===== config.mk =====
export PLATFORM = sky130hd
export DESIGN_NAME = uart_rx_frame_ctrl
export DESIGN_NICKNAME = d
export VERILOG_FILES = /design/src/rtl/uart_rx_frame_ctrl.sv
export SDC_FILE = /design/constraint.sdc
export NUM_CORES = 1
export LEC_CHECK = 0
export BUFFER_PORTS_ARGS = -buffer_cell sky130_fd_sc_hd__clkbuf_2
export CAP_MARGIN = 20
export CORE_UTILIZATION = 45
export DETAILED_ROUTE_END_ITERATION = 16
export REMOVE_ABC_BUFFERS = 1
export SYNTH_ARGS = -nofsm -noshare
export SYNTH_HDL_FRONTEND = slang
export SYNTH_SLANG_ARGS = --single-unit

===== constraint.sdc =====
create_clock -name clk50m -period 2.38 [get_ports clk50m]
set_clock_uncertainty 0.15 [all_clocks]
set_input_delay 0.119 -clock clk50m [delete_from_list [all_inputs] [get_ports clk50m]]
set_output_delay 0.119 -clock clk50m [all_outputs]
set_load 0.1 [all_outputs]

===== src/rtl/uart_rx_frame_ctrl.sv =====
// Frames the uart_rx byte stream (SOF, ADDR, LEN, payload[, CSUM]) into buffered write bursts.
// Define UART_FRAME_CSUM_EN to require and verify a trailing checksum byte.
module uart_rx_frame_ctrl #(
    parameter logic [7:0]  SOF_BYTE    = 8'hA5,
    parameter int unsigned MAX_LEN     = 16,
    parameter int unsigned TIMEOUT_CYC = 43_400
) (
    input  logic       clk50m,
    input  logic       rst_n,
    input  logic [7:0] rx_data,
    input  logic       rx_ready,
    input  logic       rx_error,
    input  logic       rx_idle,
    output logic       wr_en,
    output logic [7:0] wr_addr,
    output logic [7:0] wr_data,
    output logic       frame_done,
    output logic       frame_err,
    output logic [2:0] err_code,
    output logic       busy
);

    localparam int unsigned CntW = $clog2(MAX_LEN + 1);
    localparam int unsigned IdxW = (MAX_LEN > 1) ? $clog2(MAX_LEN) : 1;
    localparam int unsigned TmoW = (TIMEOUT_CYC > 2) ? $clog2(TIMEOUT_CYC) : 1;
    localparam logic [7:0]      MaxLenB = 8'(MAX_LEN);
    localparam logic [TmoW-1:0] TmoLast = TmoW'(TIMEOUT_CYC - 1);

    localparam logic [2:0] ErrNone = 3'd0;
    localparam logic [2:0] ErrRx   = 3'd1;
    localparam logic [2:0] ErrLen  = 3'd2;
    localparam logic [2:0] ErrTmo  = 3'd3;

`ifdef UART_FRAME_CSUM_EN
    localparam logic [2:0] ErrCsum = 3'd4;
    typedef enum logic [2:0] {StIdle, StAddr, StLen, StData, StCsum, StWrite} state_e;
`else
    typedef enum logic [2:0] {StIdle, StAddr, StLen, StData, StWrite} state_e;
`endif

    state_e          state_q;
    logic            rx_ready_q;
    logic            rx_error_q;
    logic [7:0]      base_q;
    logic [CntW-1:0] len_q;
    logic [CntW-1:0] idx_q;
    logic [TmoW-1:0] tmo_q;
    logic [7:0]      frame_buf [MAX_LEN];

    logic            byte_strb;
    logic            err_strb;
    logic            in_frame;
    logic            len_bad;
    logic            buf_we;
    logic            abort_req;
    logic [2:0]      abort_code;
    logic [CntW-1:0] idx_nxt;

    // Line-idle status is not needed for sequencing.
    logic unused_rx_idle;
    assign unused_rx_idle = rx_idle;

    assign byte_strb = rx_ready & ~rx_ready_q;
    assign err_strb  = rx_error & ~rx_error_q;
    assign len_bad   = (rx_data == 8'd0) || (rx_data > MaxLenB);
    assign idx_nxt   = idx_q + CntW'(1);

`ifdef UART_FRAME_CSUM_EN
    logic [7:0] sum_q;
    logic [7:0] csum_total;
    assign csum_total = sum_q + rx_data;
    assign in_frame   = state_q inside {StAddr, StLen, StData, StCsum};
`else
    assign in_frame   = state_q inside {StAddr, StLen, StData};
`endif

    // A framing error outranks a byte arriving in the same cycle; timeout only fires on silence.
    always_comb begin
        abort_req  = 1'b0;
        abort_code = ErrNone;
        if (in_frame) begin
            if (err_strb) begin
                abort_req  = 1'b1;
                abort_code = ErrRx;
            end else if (byte_strb) begin
                if (state_q == StLen && len_bad) begin
                    abort_req  = 1'b1;
                    abort_code = ErrLen;
                end
`ifdef UART_FRAME_CSUM_EN
                if (state_q == StCsum && csum_total != 8'h00) begin
                    abort_req  = 1'b1;
                    abort_code = ErrCsum;
                end
`endif
            end else if (tmo_q == TmoLast) begin
                abort_req  = 1'b1;
                abort_code = ErrTmo;
            end
        end
    end

    assign buf_we = (state_q == StData) && byte_strb && !err_strb;

    // Payload storage needs no reset: it is only read back after being written in this frame.
    always_ff @(posedge clk50m) begin
        if (buf_we) begin
            frame_buf[idx_q[IdxW-1:0]] <= rx_data;
        end
    end

    always_ff @(posedge clk50m or negedge rst_n) begin
        if (!rst_n) begin
            state_q    <= StIdle;
            rx_ready_q <= 1'b0;
            rx_error_q <= 1'b0;
            base_q     <= 8'd0;
            len_q      <= '0;
            idx_q      <= '0;
            tmo_q      <= '0;
`ifdef UART_FRAME_CSUM_EN
            sum_q      <= 8'd0;
`endif
            wr_en      <= 1'b0;
            wr_addr    <= 8'd0;
            wr_data    <= 8'd0;
            frame_done <= 1'b0;
            frame_err  <= 1'b0;
            err_code   <= ErrNone;
            busy       <= 1'b0;
        end else begin
            rx_ready_q <= rx_ready;
            rx_error_q <= rx_error;
            wr_en      <= 1'b0;
            frame_done <= 1'b0;
            frame_err  <= 1'b0;

            if (abort_req) begin
                frame_err <= 1'b1;
                err_code  <= abort_code;
                state_q   <= StIdle;
                busy      <= 1'b0;
                idx_q     <= '0;
                tmo_q     <= '0;
            end else begin
                // Every state entry inside a frame coincides with a byte, so this also clears on entry.
                if (byte_strb || !in_frame) begin
                    tmo_q <= '0;
                end else begin
                    tmo_q <= tmo_q + TmoW'(1);
                end

                case (state_q)
                    StIdle: begin
                        if (byte_strb && rx_data == SOF_BYTE) begin
                            state_q <= StAddr;
                            busy    <= 1'b1;
                        end
                    end
                    StAddr: begin
                        if (byte_strb) begin
                            base_q  <= rx_data;
`ifdef UART_FRAME_CSUM_EN
                            sum_q   <= rx_data;
`endif
                            state_q <= StLen;
                        end
                    end
                    StLen: begin
                        if (byte_strb) begin
                            len_q   <= rx_data[CntW-1:0];
                            idx_q   <= '0;
`ifdef UART_FRAME_CSUM_EN
                            sum_q   <= csum_total;
`endif
                            state_q <= StData;
                        end
                    end
                    StData: begin
                        if (byte_strb) begin
`ifdef UART_FRAME_CSUM_EN
                            sum_q <= csum_total;
`endif
                            if (idx_nxt == len_q) begin
                                idx_q <= '0;
`ifdef UART_FRAME_CSUM_EN
                                state_q <= StCsum;
`else
                                state_q <= StWrite;
`endif
                            end else begin
                                idx_q <= idx_nxt;
                            end
                        end
                    end
`ifdef UART_FRAME_CSUM_EN
                    StCsum: begin
                        if (byte_strb) begin
                            state_q <= StWrite;
                        end
                    end
`endif
                    StWrite: begin
                        if (idx_q == len_q) begin
                            frame_done <= 1'b1;
                            err_code   <= ErrNone;
                            state_q    <= StIdle;
                            busy       <= 1'b0;
                            idx_q      <= '0;
                        end else begin
                            wr_en   <= 1'b1;
                            wr_addr <= base_q + 8'(idx_q);
                            wr_data <= frame_buf[idx_q[IdxW-1:0]];
                            idx_q   <= idx_nxt;
                        end
                    end
                    default: begin
                        state_q <= StIdle;
                        busy    <= 1'b0;
                    end
                endcase
            end
        end
    end

endmodule

==> metrics <==
Unique masters post-synth=60; WS Path Type=register to register; fraction of layout cells with a size suffix above 1=0.254; unrepaired setup endpoints after global routing=yes; post-route ant nets=0; CTS tree=done; dpl cell area=0.00896 sq mm; Final min period=between 2 and 2.5 ns; Num CTS Buffers=17; final WL=16900 um; Synth area leaders=edfxtp_1 47%, dfrtp_1 19%, mux4_1 9.9%; count of final setup violators=0; number of global-route vias before repair=~4600; # rows=49; placed cells=slightly below 800; share of the synthesized area in the top cell type=0.467; Core Region=~0.018 sq mm; Startpoint Class=register; post-layout net count=between 600 and 700; Synth Warn #=0; WL per Instance=20.4 um; GRT overflow=0; clock sinks=roughly 190; Final period util=0.985; initial antenna violation count=0; pre-CTS WS=~0.019 ns; port bufs=33; Peak VDD IR=~0.64 mV; max cap viols=0; Antenna Cells=0; most numerous cell in the Yosys netlist=edfxtp_1; Hold WS=around 0.024 ns; first-pass GRT wire length=26500 um; drt drc=0; synthesized area per cell=around 16 sq um; area leader, netlist=edfxtp_1; Via density=5.54; HPWL Detailed=~11000 um; top fanout value on the critical path=16; Final Power=9490 uW; clock root buffer=clkbuf_16; Non-Filler Instances=~830; die area=0.0188 sq mm; DR iter-0 viols=321; Main synth FF type=edfxtp_1; mapped cell area=0.00823 sq mm; Synth Register Bits=about 190; Worst-Skew Late Latency=between 0.4 and 0.5 ns; die height=about 140 um; Min-Delay Path Class=input port to register; Rel. slew slack=0.615; Pins Over Slew Limit=0; Pwr per Cell Area=approximately 990 mW/mm^2; status=completed; Reg clk slew, reported paths=about 0.070 ns; Worst setup EP type=register; Post-synth ARST share=0.323; Starting Density=0.458; IO Pins=36; list of most frequent post-synthesis cells=128 x edfxtp_1, 61 x dfrtp_1, 37 x nor2_1, 31 x mux4_1, 25 x nand2_1; drt first pass iters=4; final hold violations=0; routability cong.=around 0.83; Syn Inst Count=503; H-tree depth=4; sequential fraction of the synthesis area=0.653; Worst-Margin Slew=between 0.5 and 0.6 ns; GRT Overall Usage=0.200; Layout area overhead=16.3%; number of flops mapped to enable cells by yosys=~130; final instance area=~0.0096 sq mm; Fmax=426 MHz; WP data arrival=between 2 and 3 ns; die span in x=roughly 140 um; LEAKAGE=around 0.0036 uW; vias after detailed routing=around 4600; Final WS setup=roughly 0.035 ns; CP required=roughly 2.6 ns; largest net degree at the start of global routing=62; Longest Clk Path Bufs=2
==> final timing paths <==
path | to | slack, ns | cells past startpoint | startpoint
max | wr_data[3] | 0.04 | 4 | idx_q[0]
min | frame_buf[7][1] | 0.02 | 2 | rx_data[1]
max reg2reg | wr_data[3] | 0.04 | 4 | idx_q[0]
min reg2reg | wr_addr[2] | 0.34 | 2 | wr_addr[2]
max in group asynchronous | idx_q[1] | 1.69 | 3 | rst_n
min in group asynchronous | rx_ready_q | 0.08 | 3 | rst_n
==> routing by layer <==
layer | GRT usage | up-vias | wire (um)
li1 | - | 2127 | -
met1 | 0.260 | 2386 | 7620
met2 | 0.337 | 65 | 8610
met3 | 0.0442 | 11 | 462
met4 | 0.0580 | 0 | 161
met5 | 0 | - | 0
==> report_power, final <==
group | switching (uW) | internal [uW]
clock network | 1260 | 1360
registers | 233 | 3800
logic | 1930 | 906
==> cells in the final DEF, fill, tap and decap left out, types with 3 or more instances in the layout <==
master	instances
edfxtp_1	128
dfrtp_1	59
buf_4	41
nor2_1	37
clkbuf_2	32
mux4_1	30
nand2_1	25
clkbuf_16	17
o21ai_0	16
xor2_1	16
inv_1	15
nand3_1	13
mux2_2	13
and2_1	12
xnor2_1	10
mux4_2	10
ha_1	9
a21oi_1	8
mux2_4	8
nand4_1	7
nor4_1	6
inv_6	6
buf_12	5
nor2b_1	4
dlygate4sd3_1	4
nor3_1	3
nand2b_1	3
and3_1	3
nor3b_1	3
o211ai_1	3
clkinv_2	3
clkinvlp_4	3
==> worst max-delay path, cell delays in order, from the launching register on <==
cell and delay [ns]:
dfrtp_2 0.48, buf_12 0.20, mux4_1 0.65, mux4_2 0.48, mux2_4 0.26
==> per-stage QoR <==
stage	util	TNS, ns
floorplan	-	-32.30
global placement	0.499	0
detailed placement	0.499	0
CTS	0.531	0
global route	0.533	-0.0381
finish	0.533	0
==> flip-flops by register name, summed over array words and instances, names as in the netlist <==
signal / count
base_q: 8
busy: 1
err_code: 2
frame_buf: 128
frame_done: 1
frame_err: 1
idx_q: 5
len_q: 5
rx_error_q: 1
rx_ready_q: 1
state_q: 3
tmo_q: 16
wr_addr: 8
wr_data: 8
wr_en: 1
==> area by class of cell <==
class                           count  area (sq um)
Fill cell                        1469          8400
Tap cell                          229           287
Clock inverter                     14           110
Clock buffer                       18           429
Sequential cell                   189          5370
Multi-Input combinational cell    279          2700
Inverter                           16          60.1
Timing Repair Buffer               83           613
==> cells by family (layout without fill, tap and decap cells) <==
family          Yosys count  count (layout)  share of synthesized area
xor+xnor                 27              27                     0.0304
flops                   189             189                      0.653
simple gates            131             131                     0.0833
mux                      62              62                      0.157
other cells               1               1                   0.000456
buf+inv                  35             131                     0.0213
fa+ha+maj                11              11                     0.0176
compound gates           47              47                     0.0370
==> timing repair <==
action / 4_1_cts / 5_1_grt
hold buffers: 4 / 0
gates resized for setup: 0 / 7
endpoints found under the hold margin: 80 / 0
setup buffers: 0 / 2
endpoints found under the setup margin: 0 / 16
No activity file was read; power rests on OpenSTA's default activity.
